[config.mk]
export PLATFORM = sky130hd
export DESIGN_NAME = uart_tx_arbiter_flat
export DESIGN_NICKNAME = d
export VERILOG_FILES = /design/src/rtl/uart_pkg.sv /design/src/rtl/uart_tx_arbiter_if.sv /design/src/rtl/uart_baud_gen.sv /design/src/rtl/uart_tx_arbiter.sv /design/src/flat_wrapper.sv
export SDC_FILE = /design/constraint.sdc
export NUM_CORES = 1
export LEC_CHECK = 0
export CAP_MARGIN = 20
export CORE_UTILIZATION = 55
export CTS_CLUSTER_DIAMETER = 200
export DETAILED_ROUTE_END_ITERATION = 16
export MAX_ROUTING_LAYER = met4
export PLACE_DENSITY_LB_ADDON = 0.12
export SLEW_MARGIN = 25
export SYNTH_ARGS = -nofsm -noshare
export SYNTH_HDL_FRONTEND = slang
export SYNTH_HIERARCHICAL = 1
export SYNTH_SLANG_ARGS = --single-unit
[constraint.sdc]
create_clock -name clk -period 5.2 [get_ports clk]
set_input_delay 0.78 -clock clk [delete_from_list [all_inputs] [get_ports clk]]
set_output_delay 0.78 -clock clk [all_outputs]
set_load 0.05 [all_outputs]
[src/rtl/uart_pkg.sv]
// Shared UART definitions: transmit FSM states, frame geometry and the parity helper.
package uart_pkg;

  typedef enum logic {
    IDLE,
    SEND
  } uart_tx_state_t;

  localparam int UART_FRAME_BITS = 11;
  localparam int UART_DATA_BITS  = 8;

  // Odd parity: the returned bit makes the total count of ones odd.
  function automatic logic odd_parity(input logic [UART_DATA_BITS-1:0] b);
    return ~^b;
  endfunction

endpackage

[src/rtl/uart_tx_arbiter_if.sv]
// Requester-side bus of the shared UART transmitter: per-source request/byte in,
// grant pulse plus line and status flags out.
interface uart_tx_arbiter_if
  import uart_pkg::*;
#(
  parameter int NREQ = 4
);
  localparam int SRC_W = $clog2(NREQ);

  logic [NREQ-1:0]                     req;
  logic [NREQ-1:0][UART_DATA_BITS-1:0] data;
  logic [NREQ-1:0]                     gnt;
  logic                                tx;
  logic                                busy;
  logic                                done;
  logic [SRC_W-1:0]                    last_src;

  modport master (
    output req, data,
    input  gnt, tx, busy, done, last_src
  );

  modport slave (
    input  req, data,
    output gnt, tx, busy, done, last_src
  );
endinterface

[src/rtl/uart_baud_gen.sv]
// Bit-period counter: counts 0..CLKS_PER_BIT-1 and flags the terminal count.
// Shared with the receive side, so it carries no UART framing knowledge.
module uart_baud_gen #(
  parameter int CLKS_PER_BIT = 10416
) (
  input  logic clk,
  input  logic rst_n,
  input  logic clr,
  output logic tick
);
  localparam int CNT_W = (CLKS_PER_BIT > 2) ? $clog2(CLKS_PER_BIT) : 1;

  logic [CNT_W-1:0] cnt_reg;

  assign tick = (cnt_reg == CNT_W'(CLKS_PER_BIT - 1));

  always_ff @(posedge clk or negedge rst_n) begin
    if (!rst_n) begin
      cnt_reg <= '0;
    end else if (clr || tick) begin
      cnt_reg <= '0;
    end else begin
      cnt_reg <= cnt_reg + 1'b1;
    end
  end
endmodule

[src/rtl/uart_tx_arbiter.sv]
// Round-robin scheduler sharing one UART tx line among NREQ byte sources;
// sends start, 8 data bits LSB first, odd parity, stop.
module uart_tx_arbiter
  import uart_pkg::*;
#(
  parameter int NREQ         = 4,
  parameter int CLKS_PER_BIT = 10416
) (
  input  logic               clk,
  input  logic               rst_n,
  uart_tx_arbiter_if.slave   bus
);
  localparam int SRC_W = $clog2(NREQ);
  localparam int BIT_W = $clog2(UART_FRAME_BITS);

  uart_tx_state_t              state_reg, state_next;
  logic [SRC_W-1:0]            ptr_reg, ptr_next;
  logic [SRC_W-1:0]            last_src_reg, last_src_next;
  logic [UART_FRAME_BITS-1:0]  shift_reg, shift_next;
  logic [BIT_W-1:0]            bit_cnt_reg, bit_cnt_next;
  logic [NREQ-1:0]             gnt_reg, gnt_next;
  logic                        tx_reg, tx_next;
  logic                        busy_reg, busy_next;
  logic                        done_reg, done_next;

  logic [SRC_W-1:0]            sel;
  logic [NREQ-1:0]             sel_onehot;
  logic [UART_DATA_BITS-1:0]   sel_byte;
  logic                        tick;
  logic                        baud_clr;

  // First requester found searching upward from p+1, wrapping; scanning the
  // offsets downward lets the smallest offset win the final assignment.
  function automatic logic [SRC_W-1:0] rr_pick(input logic [NREQ-1:0] r,
                                               input logic [SRC_W-1:0] p);
    logic [SRC_W-1:0] idx;
    rr_pick = p;
    for (int i = NREQ; i >= 1; i--) begin
      idx = SRC_W'((int'(p) + i) % NREQ);
      if (r[idx]) rr_pick = idx;
    end
  endfunction

  assign sel      = rr_pick(bus.req, ptr_reg);
  assign sel_byte = bus.data[sel];

  for (genvar gi = 0; gi < NREQ; gi++) begin : g_onehot
    assign sel_onehot[gi] = (sel == SRC_W'(gi));
  end

  // Counter is held at zero while idle so every frame starts on a full bit period.
  assign baud_clr = (state_reg == IDLE);

  uart_baud_gen #(
    .CLKS_PER_BIT (CLKS_PER_BIT)
  ) u_baud_gen (
    .clk   (clk),
    .rst_n (rst_n),
    .clr   (baud_clr),
    .tick  (tick)
  );

  always_ff @(posedge clk or negedge rst_n) begin
    if (!rst_n) begin
      state_reg    <= IDLE;
      ptr_reg      <= SRC_W'(NREQ - 1);
      last_src_reg <= '0;
      shift_reg    <= '1;
      bit_cnt_reg  <= '0;
      gnt_reg      <= '0;
      tx_reg       <= 1'b1;
      busy_reg     <= 1'b0;
      done_reg     <= 1'b0;
    end else begin
      state_reg    <= state_next;
      ptr_reg      <= ptr_next;
      last_src_reg <= last_src_next;
      shift_reg    <= shift_next;
      bit_cnt_reg  <= bit_cnt_next;
      gnt_reg      <= gnt_next;
      tx_reg       <= tx_next;
      busy_reg     <= busy_next;
      done_reg     <= done_next;
    end
  end

  always_comb begin
    state_next    = state_reg;
    ptr_next      = ptr_reg;
    last_src_next = last_src_reg;
    shift_next    = shift_reg;
    bit_cnt_next  = bit_cnt_reg;
    gnt_next      = '0;
    tx_next       = tx_reg;
    busy_next     = busy_reg;
    done_next     = 1'b0;

    case (state_reg)
      IDLE: begin
        tx_next   = 1'b1;
        busy_next = 1'b0;
        if (|bus.req) begin
          shift_next    = {1'b1, odd_parity(sel_byte), sel_byte, 1'b0};
          gnt_next      = sel_onehot;
          ptr_next      = sel;
          last_src_next = sel;
          bit_cnt_next  = '0;
          busy_next     = 1'b1;
          tx_next       = 1'b0;
          state_next    = SEND;
        end
      end
      SEND: begin
        if (tick) begin
          if (bit_cnt_reg == BIT_W'(UART_FRAME_BITS - 1)) begin
            state_next = IDLE;
            busy_next  = 1'b0;
            done_next  = 1'b1;
            tx_next    = 1'b1;
          end else begin
            shift_next   = {1'b1, shift_reg[UART_FRAME_BITS-1:1]};
            bit_cnt_next = bit_cnt_reg + 1'b1;
            tx_next      = shift_reg[1];
          end
        end
      end
      default: begin
        state_next = IDLE;
      end
    endcase
  end

  assign bus.gnt      = gnt_reg;
  assign bus.tx       = tx_reg;
  assign bus.busy     = busy_reg;
  assign bus.done     = done_reg;
  assign bus.last_src = last_src_reg;
endmodule

[src/flat_wrapper.sv]
// flat-port wrapper written by rule: the top's interface ports become plain ports
module uart_tx_arbiter_flat import uart_pkg::*;
#(
  parameter int NREQ         = 4,
  parameter int CLKS_PER_BIT = 10416
)
  (clk, rst_n, bus_req, bus_data, bus_gnt, bus_tx, bus_busy, bus_done, bus_last_src);
  uart_tx_arbiter_if #(.NREQ(NREQ)) bus_i ();
  input  logic clk;
  input  logic rst_n;
  input wire logic [$bits(bus_i.req)-1:0] bus_req;
  input wire logic [$bits(bus_i.data)-1:0] bus_data;
  output wire logic [$bits(bus_i.gnt)-1:0] bus_gnt;
  output wire logic [$bits(bus_i.tx)-1:0] bus_tx;
  output wire logic [$bits(bus_i.busy)-1:0] bus_busy;
  output wire logic [$bits(bus_i.done)-1:0] bus_done;
  output wire logic [$bits(bus_i.last_src)-1:0] bus_last_src;
  assign bus_i.req = bus_req;
  assign bus_i.data = bus_data;
  assign bus_gnt = bus_i.gnt;
  assign bus_tx = bus_i.tx;
  assign bus_busy = bus_i.busy;
  assign bus_done = bus_i.done;
  assign bus_last_src = bus_i.last_src;
  uart_tx_arbiter #(.NREQ(NREQ), .CLKS_PER_BIT(CLKS_PER_BIT)) u_core (.clk(clk), .rst_n(rst_n), .bus(bus_i));
endmodule
### After elaboration in Yosys (flattened, before gate mapping)

Cells that the tools add are included.

| word-level totals | value |
|---|---|
| input port bits | 38 |
| word-level logic and storage cells | 77 |
| output and inout port bits | 9 |
| flip-flop bits (word level) | 41 |

| cells by class | value |
|---|---|
| bitwise logic cells | 1 |
| magnitude comparators | 5 |
| eq/ne operators | 9 |
| reductions and logical operators | 7 |
| add/sub/neg operators | 6 |
| muxes and demuxes | 39 |

Operator list:

| kind | number |
|---|---|
| $mux 11 | 3 |
| $pmux 11 s2 | 1 |
| $mux 4 | 5 |
| $bmux 8 s2 | 1 |
| $lt 2x3->1 const B | 5 |
| $mux 1 | 15 |
| $add 14x1->14 const B | 1 |
| $eq 14x14->1 const B | 1 |
| $mux 14 | 1 |
| $bmux 1 s2 | 4 |
| $mux 2 | 4 |
| $mux 8 | 1 |
| $pmux 4 s2 | 1 |
| $reduce_xnor 8->1 | 1 |
| $ne 2x2->1 const B | 3 |
| $pmux 1 s2 | 3 |
| $add 2x1->2 const B | 2 |
| $add 2x2->2 const B | 2 |
| $add 4x1->4 const B | 1 |
| $eq 2x2->1 const B | 2 |
| $eq 4x4->1 const B | 1 |
| $reduce_and 2->1 | 2 |
| $reduce_or 4->1 | 1 |
| $reduce_and 3->1 | 1 |
| 5 further kinds | 5 |

### Logic depth before layout (Yosys ltp)

Gate-level depths: netlist of the first run.

| depth | value |
|---|---|
| depth in word-level cells | 12 |
| gate-level depth with buffers | 9 |

### Cells and area by module

Netlist of the first run, hierarchy kept.

Modules (own cells, without submodules):

| module | cells each | area an instance (um2) | instances |
|---|---|---|---|
| uart_tx_arbiter | 194 | 1741.7 | 1 |
| uart_baud_gen | 70 | 729.4 | 1 |

### Least setup slack after synthesis of the first run

No wires, ideal clock.

| path | value |
|---|---|
| path type | register to register |
| start point | register u_core.u_baud_gen.cnt_reg[9] |
| end point | register u_core.shift_reg[9] |
| stages on the path, launching flop included | 9 |
| arrival time | 2238 ps |
| clock period less this slack | 2320 ps |
| data required time | 5118 ps |
| setup slack | 2880 ps |
| buffers on the path | 2 |
| cell sequence | dfrtp_1 > or4b_1 > nor4_2 > clkbuf_1 > nor2_1 > nor2_1 > buf_2 > nor2_1 > nor3_1 |

| between the ends | value |
|---|---|
| longest elaborated chain between the ends | 3 |

RTL lines:

| what | RTL line | source |
|---|---|---|
| start, declared | uart_baud_gen.sv:13 | `logic [CNT_W-1:0] cnt_reg;` |
| start signal, assigned | uart_baud_gen.sv:23 | `cnt_reg <= cnt_reg + 1'b1;` |
| $eq 14x14->1 | uart_baud_gen.sv:15 | `assign tick = (cnt_reg == CNT_W'(CLKS_PER_BIT - 1));` |
| net u_core.tick | uart_tx_arbiter.sv:29 | `logic tick;` |
| $ne 2x2->1 (no line) | -- |  |
| $reduce_and 3->1 (no line) | -- |  |
| end signal, assigned | uart_tx_arbiter.sv:78 | `shift_reg <= shift_next;` |
| end, declared | uart_tx_arbiter.sv:19 | `logic [UART_FRAME_BITS-1:0] shift_reg, shift_next;` |

The timed path passes the listed nets, and every way through them passes these cells.
A chain may end at the register's enable or synchronous reset.

### Worst setup path after layout of the first run

| path | value |
|---|---|
| start point | register u_core.u_baud_gen.cnt_reg[9] |
| end point | register u_core.bit_cnt_reg[3] |

| between the ends | value |
|---|---|
| longest elaborated chain between the ends | 3 |

RTL lines:

| what | RTL line | source |
|---|---|---|
| $eq 14x14->1 | uart_baud_gen.sv:15 |  |
| net u_core.tick | uart_tx_arbiter.sv:29 |  |
| $ne 2x2->1 (no line) | -- |  |
| $reduce_and 3->1 (no line) | -- |  |
| end signal, assigned | uart_tx_arbiter.sv:79 | `bit_cnt_reg <= bit_cnt_next;` |
| end, declared | uart_tx_arbiter.sv:20 | `logic [BIT_W-1:0] bit_cnt_reg, bit_cnt_next;` |

The timed path passes the listed nets, and every way through them passes these cells.

==> results of run 1 <==
==> worst max-delay path: stages (launching register included) <==
cell,delay (ps)
dfrtp_1,430
or4b_1,520
nor4_2,690
nor2_1,150
nor2_2,540
nand4_1,190
xor2_1,170
nor2_1,50
==> metal layers <==
metal	vias up	part of all wire, %
li1	1006	-
met1	958	47
met2	50	47
met3	8	5.1
met4	0	1.4
met5	-	0
==> final timing paths <==
check | start | end | slack (ps) | cells after the start
min in group asynchronous | rst_n | u_core/u_baud_gen/cnt_reg[13] | 580 | 1
hold reg to reg | u_core/bus.last_src[1] | u_core/bus.last_src[1] | 490 | 2
max in group asynchronous | rst_n | u_core/bit_cnt_reg[2] | 4100 | 1
hold / removal | u_core/bus.last_src[1] | u_core/bus.last_src[1] | 490 | 2
setup / recovery | u_core/u_baud_gen/cnt_reg[9] | u_core/bit_cnt_reg[3] | 2330 | 7
setup reg to reg | u_core/u_baud_gen/cnt_reg[9] | u_core/bit_cnt_reg[3] | 2330 | 7
==> power groups by stage <==
stage / logic, mW / clock network (mW) / registers [mW]
3_5_place_dp: 0.110 / 0 / 0.313
4_1_cts: 0.110 / 0.249 / 0.307
5_1_grt: 0.119 / 0.260 / 0.307
2_1_floorplan: 0.0637 / 0 / 0.313
3_3_place_gp: 0.108 / 0 / 0.313
6_report: 0.109 / 0.243 / 0.307
==> logic make-up after synthesis <==
logic type	after synthesis	share of synthesized area (%)
flip-flops	39	40.1
XOR/XNOR	42	14.9
AO/OA/AOI/OAI	44	14.6
AND/OR/NAND/NOR	114	23.1
adder cells (fa/ha/maj)	4	2.03
buffers and inverters	19	4.46
multiplexers	2	0.810
==> cell usage in the layout, fill, tap and decap left out, drive strengths merged, types with 2 or more instances in the layout <==
master / n
mux2i: 2
xnor2: 31
ha: 4
and3: 8
a211oi: 9
dfrtp: 27
nand4: 5
o21ai: 3
a21oi: 3
a22o: 2
a21o: 2
clkdlybuf4s50: 45
nor2: 30
o22a: 7
inv: 6
nand2: 37
nand3: 13
o21a: 3
a221o: 2
or4b: 3
nor3: 5
clkbuf: 7
and4: 2
and2: 2
a311oi: 7
nor2b: 3
dfstp: 12
xor2: 11
==> per-stage QoR <==
step / cell area (sq um) / util (%) / total power [mW] / std cells
global route: 3010 / 69.7 / 0.687 / 357
detailed placement: 2900 / 67.2 / 0.423 / 349
finish: 3010 / 69.7 / 0.659 / 357
floorplan: 2470 / - / 0.376 / 264
global placement: 2900 / 67.2 / 0.421 / 349
CTS: 3010 / 69.6 / 0.666 / 357
==> cell type report <==
| type | instances | area (sq um) | share of cell area, % |
|---|---|---|---|
| well taps | 52 | 65.1 | 2.16 |
| repair buffers | 46 | 455 | 15.1 |
| flip-flops and latches | 39 | 991 | 32.9 |
| clock buffers | 7 | 76.3 | 2.53 |
| clock inverters | 1 | 30.0 | 0.997 |
| inverters | 6 | 22.5 | 0.748 |
| multi-input cells | 206 | 1370 | 45.6 |
==> flow_metrics.env, run 1 <==
export IMPL_status="finished clean"
export IMPL_pwr_share_comb_pct=16.6
export IMPL_relSlewSlack_pct=35.6
export IMPL_synth_area_leaders="dfrtp_1, dfstp_2, xnor2_1"
export IMPL_p_sw_share_pct=22.7
export IMPL_cts_tree="yes"
export IMPL_critPathArrivalTime_ps=3040
export IMPL_cts_max_path_buffers=2
export IMPL_final_setup_skew_ps=7.88
export IMPL_ys_types=51
export IMPL_grt_max_degree=40
export IMPL_start_kind="flip-flop"
export IMPL_clock_latency_ps=290
export IMPL_core_area_sq_um=4320
export IMPL_hold_ws_ps=490
export IMPL_cts_buffers=5
export IMPL_drtAntennaViolNets=0
export IMPL_grt_pass1_wl_um=9120
export IMPL_die_area_sq_um=4770
export IMPL_cts_sinks=39
export IMPL_critical_path_required_ps=5370
export IMPL_synth_most_common_cell="nand2_1"
export IMPL_synth_area_leader_cell="dfrtp_1"
export IMPL_slew_viol_final=0
export IMPL_finalHoldViolations=0
export IMPL_crit_fanout=17
export IMPL_p_sw_uw=150
export IMPL_row_count=24
export IMPL_netlist_top_cells_count="nand2_1, xnor2_1, dfrtp_1"
export IMPL_first_pass_iters=4
export IMPL_diodes=0
export IMPL_wl_per_cell_um=15.0
export IMPL_grtUsageTotal_pct=24.6
export IMPL_drtIter0Drc=108
export IMPL_fillerInstances=352
export IMPL_num_nets_final=346
export IMPL_initial_utilization_pct=57.1
export IMPL_setup_viol=0
export IMPL_synth_nets=306
export IMPL_async_flop_share_pct=100
export IMPL_pin_count=47
export IMPL_met1_usage_pct=34.1
export IMPL_synthCells=264
export IMPL_ys_ff_latch=39
export IMPL_criticalPathCategory="flip-flop to flip-flop"
export IMPL_drc_errors=0
export IMPL_fin_crit_ps=2870
export IMPL_timing_fmax_mhz=348
export IMPL_worst_pin_slew_ps=966
export IMPL_ys_seq_area_share_pct=40.1
export IMPL_area_growth_syn_to_layout_pct=21.9
export IMPL_cts_setup_buffers=0
export IMPL_rsz0062_at_grt="no"
export IMPL_antenna_found_initial=0
export IMPL_p_per_area_nw_per_um2=219
export IMPL_gr_usage_met2_pct=36.1
export IMPL_cts_htree_levels=2
export IMPL_ys_flop_type="dfrtp_1"
export IMPL_cts_resized=0
export IMPL_hold_class="flip-flop to flip-flop"
export IMPL_setup_ws_ps=2330
export IMPL_layout_drive_gt1_share_pct=10.8
export IMPL_grt_overflow_total=0
export IMPL_max_cap_violations=0
export IMPL_grt_pass1_vias=1961
export IMPL_tns_ps=0
export IMPL_p_leak_nw=1.24
export IMPL_internal_power_uw=509
export IMPL_min_period_over_period_pct=55.3
export IMPL_avgSynthCellArea_sq_um=9.36
export IMPL_endpoint_kind="flip-flop"
export IMPL_synth_warnings=6
export IMPL_dieHeight_um=69.0
export IMPL_totalWireLength_um=5340
export IMPL_grtUsageMet3_pct=4.68
export IMPL_vias=2022
export IMPL_netlist_area_sq_um=2470
export IMPL_grt_busiest_layer="met2"
export IMPL_post_dp_hpwl_um=4050
export IMPL_cts_hold_buffers=0
export IMPL_io_buffers=46
export IMPL_synth_edf_count=0
export IMPL_clockPowerShare_pct=36.8
export IMPL_power_frac_seq_pct=46.6
export IMPL_clockRootBuffer="clkbuf_8"
export IMPL_yosysTopAreaCellShare_pct=27.3
export IMPL_peakVddDrop_mv=0.152
export IMPL_die_width_um=69.0
export IMPL_clkTransAtPathRegs_ps=80
export IMPL_gp_congestion=0.877
export IMPL_dp_slack_ps=2110
export IMPL_via_per_inst=5.66
export IMPL_largest_reg_flops=14
Note: power is estimated with default switching activity, not from simulation.
==> run 2, diff against run 1 <==
Settings changed: CORE_UTILIZATION 55 to 52.
Clock period 5.2 ns to 2.77 ns, I/O delays scaled along.
==> run 2 against run 1 <==
  * Count of clock-buffer cells in the layout is 2 lower
  * Non-clock buffer count is 6 higher
  * Flip-flop and latch count stayed put
  * Power is 76% higher
  * Core utilization is 1.8 points lower
  * Via count is 1.7% higher
  * Register-to-register slack worse by 1700 ps
  * Routed wire length is 3.9% lower
  * Final cell count is 1.7% higher
  * Critical path type is now input port to flip-flop
  * Largest cell class unchanged
==> flow_metrics.env, run 2 (same netlist as run 1, synthesis figures left out) <==
export IMPL_grt_overflow_total=0
export IMPL_relSlewSlack_pct=43.7
export IMPL_setup_viol=0
export IMPL_gp_congestion=0.891
export IMPL_cts_resized=0
export IMPL_largest_reg_flops=14
export IMPL_met1_length_um=2520
export IMPL_num_nets_final=352
export IMPL_p_sw_uw=299
export IMPL_p_per_area_nw_per_um2=382
export IMPL_p_sw_share_pct=25.7
export IMPL_multi_input_area_sq_um=1370
export IMPL_tns_ps=0
export IMPL_highest_layer="met4"
export IMPL_r2r_slack_ps=600
export IMPL_vias=2057
export IMPL_fin_cells=363
export IMPL_final_cell_mix="clkdlybuf4s50_1, nand2_1, xnor2_1"
export IMPL_io_buffers=46
export IMPL_crit_fanout=23
export IMPL_final_setup_skew_ps=10.6
export IMPL_via_per_inst=5.67
export IMPL_criticalPathCategory="input port to flip-flop"
export IMPL_worst_pin_slew_ps=845
export IMPL_post_dp_hpwl_um=3890
export IMPL_clockRootBuffer="clkbuf_8"
export IMPL_finalHoldViolations=0
export IMPL_p_leak_nw=1.26
export IMPL_cts_setup_buffers=0
export IMPL_row_count=24
export IMPL_cts_sinks=39
export IMPL_totalWireLength_um=5130
export IMPL_placed_area_sq_um=2950
export IMPL_power_frac_seq_pct=49.6
export IMPL_layout_drive_gt1_share_pct=12.9
export IMPL_pin_count=47
export IMPL_setup_ws_ps=490
export IMPL_min_period_over_period_pct=82.3
export IMPL_ff_latch_area_sq_um=991
export IMPL_rsz0062_at_grt="no"
export IMPL_dieHeight_um=70.9
export IMPL_cp_cell_sequence="clkdlybuf4s50_1 -> nor2b_1 -> or3_1 -> nand2_4 -> mux2i_1 -> a21oi_1 -> a221o_1"
export IMPL_area_growth_syn_to_layout_pct=22.9
export IMPL_die_area_sq_um=5030
export IMPL_core_area_sq_um=4470
export IMPL_critical_path_required_ps=2990
export IMPL_slowest_delay_ps=470
export IMPL_die_width_um=70.9
export IMPL_antenna_found_initial=0
export IMPL_status="finished clean"
export IMPL_peakVddDrop_mv=0.240
export IMPL_drtAntennaViolNets=0
export IMPL_start_kind="input port"
export IMPL_clockPowerShare_pct=32.3
export IMPL_first_pass_iters=11
export IMPL_dp_slack_ps=199
export IMPL_path_buf_inv=1
export IMPL_cts_buffers=5
export IMPL_cts_hold_buffers=0
export IMPL_clock_latency_ps=290
export IMPL_grt_pass1_vias=1947
export IMPL_cts_htree_levels=2
export IMPL_critPathSlowestCell="or3_1"
export IMPL_cts_max_path_buffers=2
export IMPL_internal_power_uw=863
export IMPL_grtUsageTotal_pct=23.6
export IMPL_cp_top_family="simple AND/OR/NAND/NOR gates"
export IMPL_grt_max_degree=40
export IMPL_fillerInstances=382
export IMPL_hold_class="input port to asynchronous set/reset pin"
export IMPL_max_cap_violations=0
export IMPL_critPathArrivalTime_ps=2500
export IMPL_cts_tree="yes"
export IMPL_initial_utilization_pct=55.2
export IMPL_endpoint_kind="flip-flop"
export IMPL_grt_pass1_wl_um=9080
export IMPL_post_place_cells=355
export IMPL_fin_crit_ps=2280
export IMPL_pwr_share_comb_pct=18.1
export IMPL_drtIter0Drc=137
export IMPL_drc_errors=0
export IMPL_met2_length_um=2220
export IMPL_wl_met3_um=242
export IMPL_design_area_sq_um=3040
export IMPL_final_common_cell="clkdlybuf4s50_1"
export IMPL_timing_fmax_mhz=439
export IMPL_diodes=0
export IMPL_slew_viol_final=0
export IMPL_clkTransAtPathRegs_ps=80
export IMPL_wl_per_cell_um=14.1
==> run 2: worst paths after layout <==
check	from	endpoint	cells past startpoint
worst min-delay path	rst_n	u_core/u_baud_gen/cnt_reg[5]	1
worst max register to register	u_core/ptr_reg[0]	u_core/shift_reg[1]	6
max in group asynchronous	rst_n	u_core/u_baud_gen/cnt_reg[8]	1
min in group clk	u_core/bus.last_src[0]	u_core/bus.last_src[0]	1
worst min register to register	u_core/bus.last_src[0]	u_core/bus.last_src[0]	1
worst max-delay path	bus_req[1]	u_core/shift_reg[1]	7
==> run 2: power by group through the flow <==
stage | clock [mW] | combinational [mW] | sequential [mW]
2_1_floorplan | 0 | 0.120 | 0.587
3_3_place_gp | 0 | 0.208 | 0.587
3_5_place_dp | 0 | 0.210 | 0.587
4_1_cts | 0.385 | 0.211 | 0.577
5_1_grt | 0.410 | 0.229 | 0.577
6_report | 0.375 | 0.210 | 0.577
==> run 2: per-layer routing <==
layer | GRT usage, % | vias to the layer above
met2 | 33.4 | 62
met4 | 9.33 | 0
met5 | - | -
met1 | 33.4 | 962
li1 | - | 1017
met3 | 4.70 | 16
==> run 2: final cells by class <==
cell class                 count  share of cell area [%]
tap                           52                    2.14
clock inverter                 3                   0.659
clock buffer                   5                    2.27
timing repair buffer          52                    16.5
inverter                       6                   0.741
multi-input combinational    206                    45.1
sequential                    39                    32.6
==> run 2: through the flow <==
step                      utilization (%)  total power, mW  hold slack, ps
final                                67.9             1.16             228
after global routing                 67.9             1.22             304
after global placement               65.9            0.795             468
after CTS                            67.9             1.17             248
after detailed placement             65.9            0.797             480
after floorplan                         -            0.706             120
==> run 2: worst register-to-register path, delay by kind of cell (launching register included) <==
family,cells,cell delay (ps)
simple gates,3,820
flops,1,570
compound gates,2,470
mux,1,240
==> run 3, diff against run 2 <==
Settings changed: CORE_UTILIZATION 52 to 47.
Clock period 2.77 ns to 1.9 ns, I/O delays scaled along.
==> run 3 against run 2 <==
  * The run now ends with negative hold slack, negative setup slack left
  * Routed wire length grew 12%
  * Global-route usage shrank 0.43 points
  * Power grew 54%
  * Sequential share of layout area shrank 4.4 points
  * Critical endpoint is now u_core/shift_reg[6]
  * Largest cell class unchanged
  * Largest power group unchanged
==> flow_metrics.env, run 3 (same netlist as run 1, synthesis figures left out) <==
export IMPL_p_leak_nw=1.52
export IMPL_max_cap_violations=0
export IMPL_critical_path_required_ps=2110
export IMPL_tns_ps=-1010
export IMPL_relSlewSlack_pct=61.0
export IMPL_status="finished, violations left"
export IMPL_fillerInstances=434
export IMPL_vias=2235
export IMPL_setup_viol=26
export IMPL_worst_pin_slew_ps=585
export IMPL_die_area_sq_um=5550
export IMPL_final_setup_skew_ps=7.29
export IMPL_violations="negative hold slack, negative setup slack"
export IMPL_power_frac_seq_pct=47.0
export IMPL_grt_overflow_total=0
export IMPL_clockPowerShare_pct=33.6
export IMPL_start_kind="flip-flop"
export IMPL_cts_sinks=39
export IMPL_crit_fanout=14
export IMPL_largest_reg_flops=14
export IMPL_num_nets_final=398
export IMPL_cts_tree="yes"
export IMPL_gp_congestion=0.900
export IMPL_totalWireLength_um=5730
export IMPL_clockRootBuffer="clkbuf_8"
export IMPL_wl_per_cell_um=13.4
export IMPL_total_power_mw=1.79
export IMPL_p_sw_uw=430
export IMPL_dieHeight_um=74.5
export IMPL_pin_count=47
export IMPL_criticalPathCategory="flip-flop to flip-flop"
export IMPL_grt_busiest_layer="met2"
export IMPL_peakVddDrop_mv=0.307
export IMPL_cts_buffers=5
export IMPL_slew_viol_final=0
export IMPL_min_period_over_period_pct=105
export IMPL_final_cell_mix="buf_4, clkdlybuf4s50_1, nand2_1"
export IMPL_rsz0062_at_grt="yes"
export IMPL_area_growth_syn_to_layout_pct=42.1
export IMPL_drtIter0Drc=145
export IMPL_endpoint_kind="flip-flop"
export IMPL_internal_power_mw=1.36
export IMPL_final_common_cell="buf_4"
export IMPL_antenna_found_initial=0
export IMPL_first_pass_iters=4
export IMPL_placed_area_sq_um=3300
export IMPL_pwr_share_comb_pct=19.4
export IMPL_cp_top_family="simple AND/OR/NAND/NOR gates"
export IMPL_layout_drive_gt1_share_pct=27.7
export IMPL_cts_hold_buffers=0
export IMPL_io_buffers=46
export IMPL_cts_htree_levels=2
export IMPL_met1_usage_pct=31.6
export IMPL_cts_max_path_buffers=2
export IMPL_setup_ws_ps=-101
export IMPL_diodes=0
export IMPL_p_sw_share_pct=24.0
export IMPL_multi_input_area_sq_um=1430
export IMPL_initial_utilization_pct=48.7
export IMPL_critPathArrivalTime_ps=2210
export IMPL_grtUsageTotal_pct=23.2
export IMPL_design_area_sq_um=3510
export IMPL_critPathSlowestCell="or4b_4"
export IMPL_die_width_um=74.5
export IMPL_grt_max_degree=28
export IMPL_clkTransAtPathRegs_ps=80
export IMPL_via_per_inst=5.23
export IMPL_path_buf_inv=3
export IMPL_cp_cell_sequence="or4b_4 -> nor4_2 -> buf_4 -> nor2_4 -> nor2_4 -> buf_12 -> buf_4 -> nand2_1 -> o22a_1"
export IMPL_drtAntennaViolNets=0
export IMPL_core_area_sq_um=5070
export IMPL_finalHoldViolations=3
export IMPL_drc_errors=0
export IMPL_hold_class="input port to asynchronous set/reset pin"
export IMPL_grt_pass1_wl_um=9600
export IMPL_clock_latency_ps=280
export IMPL_hold_ws_ps=-3.90
export IMPL_p_per_area_nw_per_um2=509
export IMPL_timing_fmax_mhz=500
export IMPL_fin_crit_ps=2000
export IMPL_ff_latch_area_sq_um=991
export IMPL_post_dp_hpwl_um=4620
export IMPL_grtUsageMet3_pct=4.34
export IMPL_gr_usage_met2_pct=35.9
export IMPL_slowest_delay_ps=530
export IMPL_row_count=26
export IMPL_grt_pass1_vias=2120
run 3: repair_timing:
action                     in CTS  in global routing
gates resized for setup         6                  8
buffers inserted                4                  1
pin swaps                       4                  3
cloned                          0                  0
setup endpoints to repair      26                 29
run 3: path summary, 6_finish.rpt:
path | from | end | slack, ps | depth (start not counted)
max | u_core/u_baud_gen/cnt_reg[6] | u_core/shift_reg[6] | -100 | 9
max reg2reg | u_core/u_baud_gen/cnt_reg[6] | u_core/shift_reg[6] | -100 | 9
min | rst_n | u_core/bit_cnt_reg[1] | -4 | 1
min in group clk | u_core/bus.last_src[1] | u_core/bus.last_src[1] | 490 | 2
max in group asynchronous | rst_n | u_core/shift_reg[3] | 1270 | 2
min reg2reg | u_core/bus.last_src[1] | u_core/bus.last_src[1] | 490 | 2
run 3: per-stage QoR:
step                util [%]  hold WS [ps]  setup WS [ps]  instances
floorplan                  -         -10.6           -166        264
global placement        65.1           313           -330        414
detailed placement      65.1           323           -387        414
CTS                     68.4          16.1           -115        426
global route            69.2          32.8           -194        427
finish                  69.2         -3.90           -101        427
run 3: metal layers:
layer	vias to the layer above	wire length [um]
li1	1110	-
met1	1062	2740
met2	57	2740
met3	6	188
met4	0	66
met5	-	0
run 3: cell type report:
class                   instances  share of cell area [%]
clock inverters                 1                   0.214
well taps                      70                    2.49
repair buffers                 98                    24.9
flip-flops and latches         39                    28.2
multi-input cells             206                    40.7
inverters                       6                   0.641
clock buffers                   7                    2.74
run 3: power by group through the flow:
stage | registers (mW) | logic [mW] | clock network (mW)
final | 0.841 | 0.346 | 0.601
after global routing | 0.841 | 0.377 | 0.661
after floorplan | 0.855 | 0.176 | 0
after CTS | 0.840 | 0.342 | 0.619
after detailed placement | 0.856 | 0.338 | 0
after global placement | 0.856 | 0.335 | 0
